### src/rtl/ifid_skid_reg.sv
// rtl/ifid_skid_reg.sv - IF/ID pipeline register with a two-entry skid buffer and flush-drop counter
module ifid_skid_reg #(
    parameter logic [31:0] RESET_PC = 32'hBFC0_0000,
    parameter int          CNT_W    = 8
) (
    input  logic             clk,
    input  logic             rst,
    input  logic             if_valid,
    input  logic [31:0]      if_pc,
    input  logic [31:0]      if_inst,
    input  logic             if_exc,
    output logic             if_ready,
    input  logic             id_ready,
    input  logic             flush,
    output logic             ifid_valid,
    output logic [31:0]      ifid_pc,
    output logic [31:0]      ifid_inst,
    output logic [15:0]      ifid_imm,
    output logic [4:0]       ifid_rs,
    output logic [4:0]       ifid_rt,
    output logic             ifid_exc,
    output logic [CNT_W-1:0] drop_cnt
);

    typedef enum logic [1:0] {
        S_EMPTY = 2'd0,
        S_ONE   = 2'd1,
        S_TWO   = 2'd2
    } state_t;

    state_t state_q, state_d;

    logic             if_ready_q;
    logic [31:0]      head_pc_q,   head_pc_d;
    logic [31:0]      head_inst_q, head_inst_d;
    logic             head_exc_q,  head_exc_d;
    logic [31:0]      skid_pc_q,   skid_pc_d;
    logic [31:0]      skid_inst_q, skid_inst_d;
    logic             skid_exc_q,  skid_exc_d;
    logic [CNT_W-1:0] drop_cnt_q,  drop_cnt_d;

    logic             in_fire;
    logic             out_fire;
    logic [1:0]       held_cnt;
    logic [1:0]       drop_n;
    logic [CNT_W:0]   drop_sum;

    assign in_fire  = if_valid & if_ready_q;
    assign out_fire = ifid_valid & id_ready;

    // if_ready is registered from the next state so it never sees id_ready combinationally
    always_ff @(posedge clk or posedge rst) begin
        if (rst) begin
            state_q     <= S_EMPTY;
            if_ready_q  <= 1'b1;
            head_pc_q   <= RESET_PC;
            head_inst_q <= 32'h0000_0000;
            head_exc_q  <= 1'b0;
            skid_pc_q   <= 32'h0000_0000;
            skid_inst_q <= 32'h0000_0000;
            skid_exc_q  <= 1'b0;
            drop_cnt_q  <= '0;
        end else begin
            state_q     <= state_d;
            if_ready_q  <= (state_d != S_TWO);
            head_pc_q   <= head_pc_d;
            head_inst_q <= head_inst_d;
            head_exc_q  <= head_exc_d;
            skid_pc_q   <= skid_pc_d;
            skid_inst_q <= skid_inst_d;
            skid_exc_q  <= skid_exc_d;
            drop_cnt_q  <= drop_cnt_d;
        end
    end

    always_comb begin
        state_d = state_q;
        case (state_q)
            S_EMPTY: if (in_fire) state_d = S_ONE;
            S_ONE: begin
                if (in_fire && !out_fire)      state_d = S_TWO;
                else if (!in_fire && out_fire) state_d = S_EMPTY;
            end
            S_TWO:   if (out_fire) state_d = S_ONE;
            default: state_d = S_EMPTY;
        endcase
        if (flush) state_d = S_EMPTY;
    end

    always_comb begin
        head_pc_d   = head_pc_q;
        head_inst_d = head_inst_q;
        head_exc_d  = head_exc_q;
        skid_pc_d   = skid_pc_q;
        skid_inst_d = skid_inst_q;
        skid_exc_d  = skid_exc_q;
        if (!flush) begin
            case (state_q)
                S_EMPTY: begin
                    if (in_fire) begin
                        head_pc_d   = if_pc;
                        head_inst_d = if_inst;
                        head_exc_d  = if_exc;
                    end
                end
                S_ONE: begin
                    if (in_fire && out_fire) begin
                        head_pc_d   = if_pc;
                        head_inst_d = if_inst;
                        head_exc_d  = if_exc;
                    end else if (in_fire) begin
                        skid_pc_d   = if_pc;
                        skid_inst_d = if_inst;
                        skid_exc_d  = if_exc;
                    end
                end
                S_TWO: begin
                    if (out_fire) begin
                        head_pc_d   = skid_pc_q;
                        head_inst_d = skid_inst_q;
                        head_exc_d  = skid_exc_q;
                    end
                end
                default: ;
            endcase
        end
    end

    // Beats lost to a flush: held entries, minus a head decode took, plus a beat accepted this cycle
    always_comb begin
        case (state_q)
            S_ONE:   held_cnt = 2'd1;
            S_TWO:   held_cnt = 2'd2;
            default: held_cnt = 2'd0;
        endcase
        drop_n     = held_cnt - {1'b0, out_fire} + {1'b0, in_fire};
        drop_sum   = {1'b0, drop_cnt_q} + (CNT_W+1)'(drop_n);
        drop_cnt_d = drop_cnt_q;
        if (flush) begin
            if (drop_sum[CNT_W]) drop_cnt_d = '1;
            else                 drop_cnt_d = drop_sum[CNT_W-1:0];
        end
    end

    always_comb begin
        ifid_valid = (state_q == S_ONE) || (state_q == S_TWO);
        if_ready   = if_ready_q;
        ifid_pc    = head_pc_q;
        ifid_inst  = ifid_valid ? head_inst_q : 32'h0000_0000;
        ifid_exc   = ifid_valid & head_exc_q;
        ifid_imm   = ifid_inst[15:0];
        ifid_rs    = ifid_inst[25:21];
        ifid_rt    = ifid_inst[20:16];
        drop_cnt   = drop_cnt_q;
    end

endmodule

### config.mk
export PLATFORM = sky130hd
export DESIGN_NAME = ifid_skid_reg
export DESIGN_NICKNAME = d
export VERILOG_FILES = /design/src/rtl/ifid_skid_reg.sv
export SDC_FILE = /design/constraint.sdc
export NUM_CORES = 1
export LEC_CHECK = 0
export ABC_AREA = 1
export CAP_MARGIN = 20
export CORE_UTILIZATION = 50
export DETAILED_ROUTE_END_ITERATION = 8
export PLACE_DENSITY = 0.8
export SLEW_MARGIN = 30
export SYNTH_ARGS = -nofsm -noshare
export SYNTH_HDL_FRONTEND = slang
export SYNTH_SLANG_ARGS = --single-unit
### constraint.sdc
create_clock -name clk -period 8.9 [get_ports clk]
set_clock_uncertainty 0.1 [all_clocks]
set_input_delay 2.225 -clock clk [delete_from_list [all_inputs] [get_ports clk]]
set_output_delay 2.225 -clock clk [all_outputs]
set_load 0.05 [all_outputs]
==> flow_summary_export.csv <==
group,metric,value,unit
outcome,status,"completed",
grt,grt_overflow,0,
floorplan,die_h,121,um
finish,finish.net_count,1032,
route,ant_nets,0,
synthesis,synthArstFlopShare,100,%
finish,nFillCells,1158,
power,p_leak,4.42,nW
worst_setup_path,rrSetupSlack,5440,ps
worst_setup_path,cp-startpoint,"state_q[1]$_DFF_PP0_",
synthesis,yosys_warnings,0,
clock_tree,cts_resized,0,
run,drv_cap,0,
sta,fin_setup_tns,0,ps
hold_path,hp-start,"ifid_pc[24]$_DFFE_PP1P_",
power,ir_drop,168,uV
clock_tree,clock_tree.buffer_depth,2,
synthesis,syn_inst,832,
worst_setup_path,cp.required,6580,ps
clock_tree,clk_pin_slew_worst_paths,60,ps
finish,diodes,0,
finish,stdcell_count,1144,
sta,finalCritPeriodShare,59.2,%
synthesis,syn_nets,912,
route,num_vias,5541,
clock_tree,cts_htree_levels,4,
sta,worst_slew_pin_slew,788,ps
grt,grt.total_usage,21.3,%
synthesis,netlist_area,0.00712,mm^2
placed_design,gp_congestion,0.772,
placed_design,io_buffers,170,
floorplan,io_pins,171,
route,routedWlPerCell,12.8,um
hold_path,hp-class,"reg -> reg",
grt,grt_max_degree,77,
power,power.density,315,mW/mm^2
power,p_total,0.00288,W
sta,fin_crit,5270,ps
worst_setup_path,cp_common_cell,"inv_1",
grt,grt_pass1_vias,5137,
route,drt-initial-drc-count,375,
route,drc_errors,0,
worst_setup_path,critPathCaptureType,"output pin",
sta,setup_viol,0,
floorplan,fp.dieW,121,um
finish,area_delta_synth_final,28.7,%
clock_tree,cts-root-buf,"clkbuf_16",
worst_setup_path,critPathMaxFanout,21,
synthesis,synth_ff_type,"dfrtp_1",
clock_tree,clock-sinks,141,
sta,drv_slew,0,
route,routed_wl,14700,um
clock_tree,post_cts_buffers,0,
floorplan,die_area,0.0147,mm^2
floorplan,start_util,51.3,%
sta,slew_headroom,47.5,%
clock_tree,holdBufCountCts,0,
worst_setup_path,cp_slowest_cell,"clkdlybuf4s50_1",
finish,drive_gt1_share,9.44,%
worst_setup_path,cp_cell_sequence,"inv_1 -> ha_1 -> buf_4 -> nand2_1 -> inv_1 -> clkdlybuf4s50_1",
grt,grt_first_pass_wirelength,24600,um
worst_setup_path,worstPathArrival,2940,ps
route,via_per_inst,4.84,
placed_design,dp_cells,1113,
route,drt_first_pass_iters,5,
worst_setup_path,reg2reg_from,"state_q[1]$_DFF_PP0_",
worst_setup_path,critPathLaunchType,"register",
grt,grt_antenna_before_repair,0,
placed_design,dp_hpwl,9670,um
floorplan,core_area,0.0139,mm^2
synthesis,avgSynthCellArea,8.56,um^2
sta,rsz0062_at_grt,"false",
clock_tree,cts_tree,"done",
sta,max_freq,190,MHz
synthesis,synth_cell_type_count,28,
worst_setup_path,path_class,"reg -> out",
worst_setup_path,slowest_delay,820,ps
floorplan,rows,43,
sta,worst_hold_slack,379,ps
clock_tree,clock_latency,410,ps
synthesis,yosysSeqAreaShare,49.7,%
synthesis,synth_edf_count,0,
synthesis,yosys_register_bits,141,
clock_tree,cts_inserted_buffers,17,
sta,hold_viol_final,0,
-- cell usage after synthesis, types with 2 or more instances --
cell type  instances  area share, %
o21ai_2           36            4.4
nand4_1            2           0.18
inv_2              2           0.11
o21a_1            65            6.9
nand3_1            7           0.49
o21ai_0           35            2.5
nand2_1          255             13
nor2_1            11           0.58
o21ai_1           66            4.6
buf_6             20            3.2
nand2_2            3           0.26
dfrtp_1          131             46
clkbuf_1          19            1.0
ha_1               9            1.6
dfstp_2           10            3.7
inv_1            114            6.0
xor2_1             2           0.25
buf_2              5           0.35
buf_4             30            3.2
a21oi_1            2           0.14
-- worst paths after layout --
path	end	depth (start not counted)
max	ifid_inst[25]	6
min	ifid_pc[24]$_DFFE_PP1P_	2
max reg2reg	drop_cnt[1]$_DFFE_PP0P_	15
min reg2reg	ifid_pc[24]$_DFFE_PP1P_	2
max in group asynchronous	ifid_pc[15]$_DFFE_PP0P_	3
min in group asynchronous	head_inst_q[18]$_DFFE_PP0P_	2
-- final cells by class --
cell class	instances	area, um^2	area share (%)
clock inverter	6	82.6	0.902
inverter	116	440	4.81
clock buffer	25	505	5.52
multi-input combinational	501	2620	28.6
timing repair buffer	175	1740	19.0
tap	180	225	2.46
sequential	141	3540	38.7
-- power breakdown --
| group | total [W] | switching [W] | leakage, nW | internal, W |
|---|---|---|---|---|
| clock network | 0.000697 | 0.000250 | 0.289 | 0.000447 |
| registers | 0.00107 | 0.000155 | 1.75 | 0.000911 |
| logic | 0.00112 | 0.000724 | 2.39 | 0.000396 |
| total | 0.00288 | 0.00113 | 4.42 | 0.00175 |
-- registers in the layout (all words and copies together), names as in the netlist --
| name | count |
|---|---|
| drop_cnt | 8 |
| skid_pc_q | 32 |
| skid_exc_q | 1 |
| skid_inst_q | 32 |
| ifid_pc | 32 |
| head_inst_q | 32 |
| state_q | 2 |
| if_ready | 1 |
| head_exc_q | 1 |
-- cells in the final DEF, fill, tap and decap left out, drive strengths merged --
master         synthesis  final
nand4                  2      2
fa                     1      1
o21a                  65     65
or2                    1      1
dfstp                 10     10
ha                     9      9
nand2                259    259
buf                   55      5
inv                  116    116
clkdlybuf4s50          0    170
clkinvlp               0      1
a21oi                  2      2
dfrtp                131    131
bufinv                 0      2
xor2                   2      2
clkbuf                19     25
a21o                   1      1
clkinv                 0      3
o21ai                137    137
nor2                  13     13
xnor2                  1      1
nand3                  8      8
-- logic make-up (layout without fill, tap and decap cells) --
family,count (synthesis),after routing,synth area share (%)
xor+xnor,3,3,0.369
fa+ha+maj,10,10,1.86
buf+inv,190,322,13.8
simple gates,283,283,15.6
flops,141,141,49.7
compound gates,205,205,18.6
-- routing by layer --
layer | up-vias | routed length, um | track usage [%]
met4 | 0 | 173 | 7.56
li1 | 2804 | - | -
met2 | 135 | 7320 | 35.6
met3 | 16 | 704 | 4.84
met1 | 2586 | 6500 | 27.1
met5 | - | 0 | 0
-- critical path: cells and delay by family (launching register included) --
kind / cells / cell delay [ps]
AND/OR/NAND/NOR: 1 / 80
buffers and inverters: 4 / 1380
flip-flops: 1 / 440
adder cells (fa/ha/maj): 1 / 620
-- metrics by stage --
stage	util, %	instance area, um^2	worst slack (ps)
after floorplan	-	7120	2810
after global placement	61.7	8570	3940
after detailed placement	61.7	8570	3830
after CTS	65.9	9150	3620
after global routing	66.0	9160	3460
final	66.0	9160	3630
No activity file was read; power rests on OpenSTA's default activity.
